--- config.mk ---
export PLATFORM = sky130hd
export DESIGN_NAME = ram_port_arbiter_flat
export DESIGN_NICKNAME = d
export VERILOG_FILES = /design/src/rtl/ram_port_arbiter_pkg.sv /design/src/rtl/ram_port_arbiter_if.sv /design/src/rtl/ram_arb_starve_ctr.sv /design/src/rtl/ram_port_arbiter.sv /design/src/flat_wrapper.sv
export SDC_FILE = /design/constraint.sdc
export NUM_CORES = 1
export LEC_CHECK = 0
export BUFFER_PORTS_ARGS = -buffer_cell sky130_fd_sc_hd__buf_2
export CORE_AREA = 2 2 119 121
export DETAILED_ROUTE_END_ITERATION = 8
export DIE_AREA = 0 0 121 123
export PLACE_DENSITY = 0.43
export SLEW_MARGIN = 5
export SYNTH_ARGS = -nofsm -noshare
export SYNTH_HDL_FRONTEND = slang
export SYNTH_SLANG_ARGS = --single-unit
--- constraint.sdc ---
create_clock -name clock -period 2.61 [get_ports clock]
set_input_delay 0.1305 -clock clock [delete_from_list [all_inputs] [get_ports clock]]
set_output_delay 0.1305 -clock clock [all_outputs]
set_load 0.01 [all_outputs]
--- src/rtl/ram_port_arbiter_pkg.sv ---
// ram_port_arbiter_pkg: shared constants and types for the RAM port-A arbiter.
//   M_CPU / M_DMA   : master indices (m0 = CPU data port, m1 = loader/DMA)
//   ADDR_W_DEF      : default word-address width (RAM address_a)
//   DATA_W_DEF      : default data width
//   RAM_BE_W        : byte-enable width for the default data width
//   master_sel_e    : selector for which master drives the RAM port
package ram_port_arbiter_pkg;

  localparam int unsigned M_CPU      = 0;
  localparam int unsigned M_DMA      = 1;
  localparam int unsigned ADDR_W_DEF = 30;
  localparam int unsigned DATA_W_DEF = 32;
  localparam int unsigned RAM_BE_W   = DATA_W_DEF / 8;

  typedef enum logic [0:0] {
    SEL_CPU = 1'b0,
    SEL_DMA = 1'b1
  } master_sel_e;

endpackage

--- src/rtl/ram_port_arbiter_if.sv ---
// ram_port_arbiter_if: one master's request/response bundle towards the arbiter.
//   req/we/addr/wdata/byteena : request, held by the master until gnt
//   gnt                       : request accepted this cycle (combinational)
//   rvalid/rdata              : read data, one cycle after a granted read
// Modports: master (requester side), slave (arbiter side).
interface ram_port_arbiter_if
  import ram_port_arbiter_pkg::*;
#(
  parameter int unsigned ADDR_W = ADDR_W_DEF,
  parameter int unsigned DATA_W = DATA_W_DEF
);

  logic                  req;
  logic                  we;
  logic [ADDR_W-1:0]     addr;
  logic [DATA_W-1:0]     wdata;
  logic [DATA_W/8-1:0]   byteena;
  logic                  gnt;
  logic                  rvalid;
  logic [DATA_W-1:0]     rdata;

  modport master (
    output req, we, addr, wdata, byteena,
    input  gnt, rvalid, rdata
  );

  modport slave (
    input  req, we, addr, wdata, byteena,
    output gnt, rvalid, rdata
  );

endinterface

--- src/rtl/ram_arb_starve_ctr.sv ---
// ram_arb_starve_ctr: saturating count of consecutive cycles a requester was
// denied; raises force_win once the count reaches LIMIT.
//   clock, reset_n : clock, asynchronous active-low reset
//   req, gnt       : the low-priority requester's request and grant
//   force_win      : count has saturated, requester must win this cycle
module ram_arb_starve_ctr #(
  parameter int unsigned LIMIT = 4
) (
  input  logic clock,
  input  logic reset_n,
  input  logic req,
  input  logic gnt,
  output logic force_win
);

  localparam int unsigned       CNT_W   = $clog2(LIMIT + 1);
  localparam logic [CNT_W-1:0]  CNT_MAX = CNT_W'(LIMIT);

  logic [CNT_W-1:0] cnt;

  always_ff @(posedge clock or negedge reset_n) begin
    if (!reset_n) begin
      cnt <= '0;
    end else if (!req || gnt) begin
      cnt <= '0;
    end else if (cnt != CNT_MAX) begin
      cnt <= cnt + 1'b1;
    end
  end

  assign force_win = (cnt == CNT_MAX);

endmodule

--- src/rtl/ram_port_arbiter.sv ---
// ram_port_arbiter: shares RAM port A between m0 (CPU data, priority) and
// m1 (loader/DMA). One access per cycle, same-cycle grant, read latency 1.
// m1 is forced to win after STARVE_LIMIT consecutive denied cycles.
//   clock, reset_n   : clock (shared with RAM clock_a), async active-low reset
//   m0, m1           : ram_port_arbiter_if.slave master bundles
//   ram_wren/address/data/byteena : to RAM port A
//   ram_q            : RAM port A read data (registered in the RAM)
// Optional macro RAM_ARB_STATS_EN adds stat_m0_cnt, stat_m1_cnt and
// stat_conflict_cnt (32-bit, wrapping, cleared by reset).
module ram_port_arbiter
  import ram_port_arbiter_pkg::*;
#(
  parameter int unsigned ADDR_W       = ADDR_W_DEF,
  parameter int unsigned DATA_W       = DATA_W_DEF,
  parameter int unsigned STARVE_LIMIT = 4
) (
  input  logic                 clock,
  input  logic                 reset_n,
  ram_port_arbiter_if.slave    m0,
  ram_port_arbiter_if.slave    m1,
  output logic                 ram_wren,
  output logic [ADDR_W-1:0]    ram_address,
  output logic [DATA_W-1:0]    ram_data,
  output logic [DATA_W/8-1:0]  ram_byteena,
  input  logic [DATA_W-1:0]    ram_q
`ifdef RAM_ARB_STATS_EN
  ,
  output logic [31:0]          stat_m0_cnt,
  output logic [31:0]          stat_m1_cnt,
  output logic [31:0]          stat_conflict_cnt
`endif
);

  logic        force_dma;
  logic [1:0]  gnt;
  master_sel_e sel;
  logic        rd_pend_0;
  logic        rd_pend_1;

  ram_arb_starve_ctr #(
    .LIMIT (STARVE_LIMIT)
  ) u_starve (
    .clock     (clock),
    .reset_n   (reset_n),
    .req       (m1.req),
    .gnt       (gnt[M_DMA]),
    .force_win (force_dma)
  );

  // m1 wins when alone, or when it has been starved long enough.
  always_comb begin
    gnt        = '0;
    gnt[M_DMA] = m1.req & (~m0.req | force_dma);
    gnt[M_CPU] = m0.req & ~gnt[M_DMA];
    sel        = gnt[M_DMA] ? SEL_DMA : SEL_CPU;
  end

  assign m0.gnt = gnt[M_CPU];
  assign m1.gnt = gnt[M_DMA];

  // With no grant the RAM fields follow m0; wren stays low so they are inert.
  always_comb begin
    ram_wren    = (gnt[M_CPU] & m0.we) | (gnt[M_DMA] & m1.we);
    ram_address = m0.addr;
    ram_data    = m0.wdata;
    ram_byteena = m0.byteena;
    if (sel == SEL_DMA) begin
      ram_address = m1.addr;
      ram_data    = m1.wdata;
      ram_byteena = m1.byteena;
    end
  end

  // Read routing is captured at the grant edge; ram_q arrives one cycle later.
  always_ff @(posedge clock or negedge reset_n) begin
    if (!reset_n) begin
      rd_pend_0 <= 1'b0;
      rd_pend_1 <= 1'b0;
    end else begin
      rd_pend_0 <= gnt[M_CPU] & ~m0.we;
      rd_pend_1 <= gnt[M_DMA] & ~m1.we;
    end
  end

  assign m0.rvalid = rd_pend_0;
  assign m1.rvalid = rd_pend_1;
  assign m0.rdata  = ram_q;
  assign m1.rdata  = ram_q;

`ifdef RAM_ARB_STATS_EN
  always_ff @(posedge clock or negedge reset_n) begin
    if (!reset_n) begin
      stat_m0_cnt       <= '0;
      stat_m1_cnt       <= '0;
      stat_conflict_cnt <= '0;
    end else begin
      if (gnt[M_CPU])        stat_m0_cnt       <= stat_m0_cnt + 32'd1;
      if (gnt[M_DMA])        stat_m1_cnt       <= stat_m1_cnt + 32'd1;
      if (m0.req && m1.req)  stat_conflict_cnt <= stat_conflict_cnt + 32'd1;
    end
  end
`endif

endmodule
--- src/flat_wrapper.sv ---
// flat-port wrapper written by rule: the top's interface ports become plain ports
module ram_port_arbiter_flat import ram_port_arbiter_pkg::*;
#(
  parameter int unsigned ADDR_W       = ADDR_W_DEF,
  parameter int unsigned DATA_W       = DATA_W_DEF,
  parameter int unsigned STARVE_LIMIT = 4
)
  (clock, reset_n, ram_wren, ram_address, ram_data, ram_byteena, ram_q, m0_req, m0_we, m0_addr, m0_wdata, m0_byteena, m0_gnt, m0_rvalid, m0_rdata, m1_req, m1_we, m1_addr, m1_wdata, m1_byteena, m1_gnt, m1_rvalid, m1_rdata);
  ram_port_arbiter_if #(.ADDR_W(ADDR_W), .DATA_W(DATA_W)) m0_i ();
  ram_port_arbiter_if #(.ADDR_W(ADDR_W), .DATA_W(DATA_W)) m1_i ();
  input  logic clock;
  input  logic reset_n;
  output logic ram_wren;
  output logic [ADDR_W-1:0] ram_address;
  output logic [DATA_W-1:0] ram_data;
  output logic [DATA_W/8-1:0] ram_byteena;
  input  logic [DATA_W-1:0] ram_q;
  input wire logic [$bits(m0_i.req)-1:0] m0_req;
  input wire logic [$bits(m0_i.we)-1:0] m0_we;
  input wire logic [$bits(m0_i.addr)-1:0] m0_addr;
  input wire logic [$bits(m0_i.wdata)-1:0] m0_wdata;
  input wire logic [$bits(m0_i.byteena)-1:0] m0_byteena;
  output wire logic [$bits(m0_i.gnt)-1:0] m0_gnt;
  output wire logic [$bits(m0_i.rvalid)-1:0] m0_rvalid;
  output wire logic [$bits(m0_i.rdata)-1:0] m0_rdata;
  input wire logic [$bits(m1_i.req)-1:0] m1_req;
  input wire logic [$bits(m1_i.we)-1:0] m1_we;
  input wire logic [$bits(m1_i.addr)-1:0] m1_addr;
  input wire logic [$bits(m1_i.wdata)-1:0] m1_wdata;
  input wire logic [$bits(m1_i.byteena)-1:0] m1_byteena;
  output wire logic [$bits(m1_i.gnt)-1:0] m1_gnt;
  output wire logic [$bits(m1_i.rvalid)-1:0] m1_rvalid;
  output wire logic [$bits(m1_i.rdata)-1:0] m1_rdata;
  assign m0_i.req = m0_req;
  assign m0_i.we = m0_we;
  assign m0_i.addr = m0_addr;
  assign m0_i.wdata = m0_wdata;
  assign m0_i.byteena = m0_byteena;
  assign m0_gnt = m0_i.gnt;
  assign m0_rvalid = m0_i.rvalid;
  assign m0_rdata = m0_i.rdata;
  assign m1_i.req = m1_req;
  assign m1_i.we = m1_we;
  assign m1_i.addr = m1_addr;
  assign m1_i.wdata = m1_wdata;
  assign m1_i.byteena = m1_byteena;
  assign m1_gnt = m1_i.gnt;
  assign m1_rvalid = m1_i.rvalid;
  assign m1_rdata = m1_i.rdata;
  ram_port_arbiter #(.ADDR_W(ADDR_W), .DATA_W(DATA_W), .STARVE_LIMIT(STARVE_LIMIT)) u_core (.clock(clock), .reset_n(reset_n), .m0(m0_i), .m1(m1_i), .ram_wren(ram_wren), .ram_address(ram_address), .ram_data(ram_data), .ram_byteena(ram_byteena), .ram_q(ram_q));
endmodule
==> impl_metrics.ini, run 1 <==
[global_route]
grt_pass1_vias = 1519
grt_antenna_before_repair = 0
grt_overflow = 0
grt_pass1_wl_mm = 7.210
grt_max_degree = 69
grt_usage = 0.06046

[setup_path]
crit_chain = inv_1, ha_1, a21bo_2, nand2_4, buf_12, mux2_2, buf_2
cp.required_ps = 2480
setup.worst_path.class = reg -> out
cpPeakStageDelay_ps = 410
rrSetupSlack_ps = 1170
worst_setup_path_end_kind = output pin
path_max_fanout = 68
critPathSlowestCell = mux2_2
critical_path_arrival_ps = 2040
start_kind = register
cp_num_buf_inv = 3
critPathTopFamily = buffers and inverters

[sta]
setup_violations = 0
fmax_mhz = 460.6
finalHoldViolCount = 0
skew_ps = 0.8866
fin_crit_sh = 0.8318
tightest_slew_ps = 359.9
relSlewSlack = 0.7600
rsz0062_at_grt = no
fin_crit_ps = 2171
maxSlewViolCount = 0
fin_setup_tns_ps = 0

[place]
hpwl_mm = 4.676
gp_congestion = 0.7590
io_buffers = 208

[finish]
layout_common_cells = 208 x buf_2, 66 x mux2_2, 5 x dfrtp_1, 3 x nor2_1, 3 x clkbuf_16
nNetsFinal = 477
mostFrequentLayoutCell = buf_2
diodes = 0
drive_gt1_frac = 0.9243
seq_area_um2 = 125.1
multi_input_area_um2 = 862.1
syn_to_final_growth_pct = 53.48
nFillCells = 1535

[route]
routedWlPerCell_um = 11.04
first_iter_violations = 17
antenna_left = 0
first_pass_iters = 2
vias = 1659
drcViolationCount = 0
vias_per_cell = 3.428
postRouteWirelength_mm = 5.342

[clock_tree]
cts_tree = yes
cts_inserted_buffers = 3
h-tree-depth = 1
clockRootBuffer = clkbuf_16
cts_buffer_depth = 2
insertion_delay_ps = 230
clk_pin_slew_ps = 30
numClockSinks = 5

[floorplanning]
rows = 43
io_pins = 305
fp.dieH_um = 123
die_w_um = 121
initial_core_util = 0.1136
fp.coreArea_um2 = 13610
die_area_um2 = 14880

[yosys]
yosysSeqAreaShare = 0.08091
syn_nets = 333
syn_avg_cell_area_um2 = 9.605
syn_area_um2 = 1546
synth_cell_types = 18
synth_seq_cells = 5
ys_warn_count = 0
netlist_instances = 161

[power_and_ir_drop]
vdd_drop_max_mv = 0.1334
leakage_uw = 0.001278
p_per_area_nw_per_um2 = 293.0
p_total_uw = 695.4

[job]
cap_violations = 0

[min_path]
hold_class = in -> reg

[status]
status = completed
-- area by class of cell --
cell class | count | share of cell area
inverters | 3 | 0.004744
flip-flops and latches | 5 | 0.05271
well taps | 180 | 0.09489
clock buffers | 4 | 0.03321
repair buffers | 210 | 0.4512
multi-input cells | 82 | 0.3632
-- per-layer routing --
metal,wire length (µm),global-route usage,part of all wire
met5,0,0,0
met2,2710,0.1120,0.51
met4,214,0.03343,0.040
met3,602,0.01476,0.11
met1,1815,0.06236,0.34
-- flip-flops by register name (all words and copies together) (netlist names) --
signal               flops
u_core.m0.rvalid         1
u_core.u_starve.cnt      3
u_core.m1.rvalid         1
-- final timing paths --
path,cells after the start,startpoint,to
max,7,u_core.u_starve.cnt[0],ram_data[30]
min,2,m1_we,u_core.m1.rvalid
max reg2reg,6,u_core.u_starve.cnt[0],u_core.m1.rvalid
min reg2reg,1,u_core.u_starve.cnt[0],u_core.u_starve.cnt[0]
max in group asynchronous,2,reset_n,u_core.u_starve.cnt[1]
min in group asynchronous,2,reset_n,u_core.u_starve.cnt[2]
-- synth_stat cells --
master	count	area, µm²
mux2i_1	1	10.01
and2_1	2	12.51
nor2_1	3	11.26
and3b_1	1	8.760
dfrtp_1	5	125.1
mux2_2	66	743.2
nor3_1	1	5.000
a32o_1	1	10.01
nor3b_1	1	7.510
inv_1	2	7.510
ha_1	2	25.02
nand2_4	1	11.26
buf_8	1	15.01
buf_4	68	510.5
nand2_1	2	7.510
inv_2	1	3.750
a21bo_2	1	10.01
buf_6	2	22.52
-- stage by stage --
| stage | cell area, µm² | worst slack [ps] | hold slack [ps] | util | std cells |
|---|---|---|---|---|---|
| 2_1_floorplan | 1546 | 957.5 | -165.1 | - | 161 |
| 3_3_place_gp | 2285 | 688.6 | -48.73 | 0.1678 | 479 |
| 3_5_place_dp | 2285 | 651.5 | -44.46 | 0.1678 | 479 |
| 4_1_cts | 2374 | 419.1 | 72.98 | 0.1744 | 484 |
| 5_1_grt | 2374 | 326.1 | 81.89 | 0.1744 | 484 |
| 6_report | 2374 | 438.9 | 73.14 | 0.1744 | 484 |
-- repair_timing --
item,4_1_cts,5_1_grt
hold buffers,1,0
setup endpoints to repair,0,0
endpoints found under the hold margin,5,0
gates resized for setup,0,0
setup buffers,0,0
-- report_power, final --
part | switching [µW] | total, µW | internal (µW)
clock network | 52.4 | 255 | 203
registers | 1.38 | 82.2 | 80.8
logic | 150 | 358 | 208
-- cell families (layout without fill, tap and decap cells) --
| kind of cell | after synthesis | in the layout | synth area share |
|---|---|---|---|
| fa+ha+maj | 2 | 2 | 0.01618 |
| simple gates | 11 | 11 | 0.04126 |
| mux | 67 | 67 | 0.4871 |
| flops | 5 | 5 | 0.08091 |
| buf+inv | 74 | 217 | 0.3616 |
| compound gates | 2 | 2 | 0.01295 |
No activity file was read; power rests on OpenSTA's default activity.
==> run 2, diff against run 1 <==
--- a/config.mk
+++ b/config.mk
@@ -6,10 +6,10 @@
 export NUM_CORES = 1
 export LEC_CHECK = 0
 export BUFFER_PORTS_ARGS = -buffer_cell sky130_fd_sc_hd__buf_2
-export CORE_AREA = 2 2 119 121
+export CORE_AREA = 2 2 117 119
 export DETAILED_ROUTE_END_ITERATION = 8
-export DIE_AREA = 0 0 121 123
-export PLACE_DENSITY = 0.43
+export DIE_AREA = 0 0 119 121
+export PLACE_DENSITY = 0.46
 export SLEW_MARGIN = 5
 export SYNTH_ARGS = -nofsm -noshare
 export SYNTH_HDL_FRONTEND = slang
==> constraint.sdc (replaced) <==
create_clock -name clock -period 1.8 [get_ports clock]
set_input_delay 0.09 -clock clock [delete_from_list [all_inputs] [get_ports clock]]
set_output_delay 0.09 -clock clock [all_outputs]
set_load 0.01 [all_outputs]
==> impl_metrics.ini, run 2 (synthesized netlist as in run 1, its figures left out) <==
[floorplanning]
fp.coreArea_um2 = 13090
die_w_um = 119
rows = 42
io_pins = 305
die_area_um2 = 14400
fp.dieH_um = 121
initial_core_util = 0.1182

[sta]
maxSlewViolCount = 0
fin_crit_ps = 1975
fmax_mhz = 506.3
whs_ps = 33.33
skew_ps = 0.3227
fin_setup_tns_ps = -8708
fin_crit_sh = 1.097
tightest_slew_ps = 141.4
rsz0062_at_grt = yes
finalHoldViolCount = 0
relSlewSlack = 0.9030
layout_setup_ws_ps = -175.0
setup_violations = 67

[route]
vias = 1759
first_pass_iters = 4
antenna_left = 0
drcViolationCount = 0
postRouteWirelength_mm = 6.758
vias_per_cell = 3.554
first_iter_violations = 23
routedWlPerCell_um = 13.65

[finish]
nFillCells = 1395
seq_area_um2 = 125.1
mostFrequentLayoutCell = buf_2
layout_common_cells = 168 x buf_2, 41 x buf_6, 40 x mux2_4, 26 x mux2_2, 6 x buf_12
largest_reg_flops = 3
instances_no_fill = 495
drive_gt1_frac = 0.9342
diodes = 0
nNetsFinal = 492
multi_input_area_um2 = 1040
syn_to_final_growth_pct = 100.0
largest_register = u_core.u_starve.cnt

[place]
hpwl_mm = 4.561
gp_congestion = 0.7183
io_buffers = 208
dp_slack_ps = 12.41
placed_cells = 476

[setup_path]
critPathSlowestCell = dfrtp_1
cpMostUsedCell = buf_12
path_max_fanout = 8
worst_setup_path_end_kind = output pin
critical_path_arrival_ps = 1890
crit_chain = inv_1, ha_4, a21bo_4, nand2_8, buf_12, buf_12, buf_16, mux2_4, buf_6
cp_num_buf_inv = 5
setup.worst_path.class = reg -> out
start_kind = register
cp.required_ps = 1710
cpPeakStageDelay_ps = 330
critPathTopFamily = buffers and inverters

[global_route]
grt_overflow = 0
grt_pass1_vias = 1854
grt_max_degree = 10
grt_usage = 0.08258
grt_pass1_wl_mm = 9.404
grt_antenna_before_repair = 0

[status]
status = finished, violations left
violations = setup timing

[min_path]
hold_class = in -> reg

[clock_tree]
h-tree-depth = 1
numClockSinks = 5
clk_pin_slew_ps = 30
insertion_delay_ps = 220
clockRootBuffer = clkbuf_16
cts_tree = yes
cts_buffer_depth = 2
cts_inserted_buffers = 3

[power_and_ir_drop]
leakage_uw = 0.001707
vdd_drop_max_mv = 0.2496
p_total_uw = 1252
p_per_area_nw_per_um2 = 404.9

[job]
cap_violations = 0
[run 2: cell count changes in the layout (fill, tap and decap cells not counted), moves of 3 or more]
cell    delta
buf_16     +5
mux2_2    -40
buf_12     +5
buf_6     +41
buf_2     -40
buf_4      +3
mux2_4    +40
[run 2: worst paths after layout]
check / startpoint / endpoint / slack (ps) / cells past startpoint
worst min register to register: u_core.u_starve.cnt[0] / u_core.u_starve.cnt[0] / 550 / 2
worst max register to register: u_core.u_starve.cnt[1] / u_core.m1.rvalid / 430 / 8
max in group asynchronous: reset_n / u_core.m1.rvalid / 1450 / 2
worst min-delay path: m1_we / u_core.m1.rvalid / 30 / 2
min in group asynchronous: reset_n / u_core.u_starve.cnt[0] / 220 / 2
worst max-delay path: u_core.u_starve.cnt[1] / ram_data[5] / -180 / 9
[run 2: stage by stage]
stage,utilization,instance area (µm²)
2_1_floorplan,-,1546
3_3_place_gp,0.1758,2300
3_5_place_dp,0.1758,2300
4_1_cts,0.2286,2992
5_1_grt,0.2364,3093
6_report,0.2364,3093
[run 2: what timing repair did]
action,in CTS,in global routing
endpoints found under the hold margin,5,0
pin swaps,3,1
endpoints found under the setup margin,67,67
hold buffers,1,0
cloned,6,1
resized for setup,67,25
setup buffers,8,0
[run 2: power by group]
group          internal, µW  total [µW]  switching (µW)  leakage [µW]
sequential              117         119            1.81     0.0000672
combinational           491         772             281       0.00160
clock                   293         361            67.9     0.0000382
[run 2: cell type report]
type / count / area share
Tap cell: 176 / 0.07120
Timing Repair Buffer: 225 / 0.5231
Clock buffer: 4 / 0.02549
Inverter: 3 / 0.003641
Multi-Input combinational cell: 82 / 0.3362
Sequential cell: 5 / 0.04045
[run 2: routing by layer]
layer  vias up  routed length (µm)  global-route usage
met5         -                   0                   0
met4         0                 127             0.02158
met3        22                 512             0.01739
met2       127                3702              0.1677
met1       806                2416             0.08431
li1        804                   -                   -
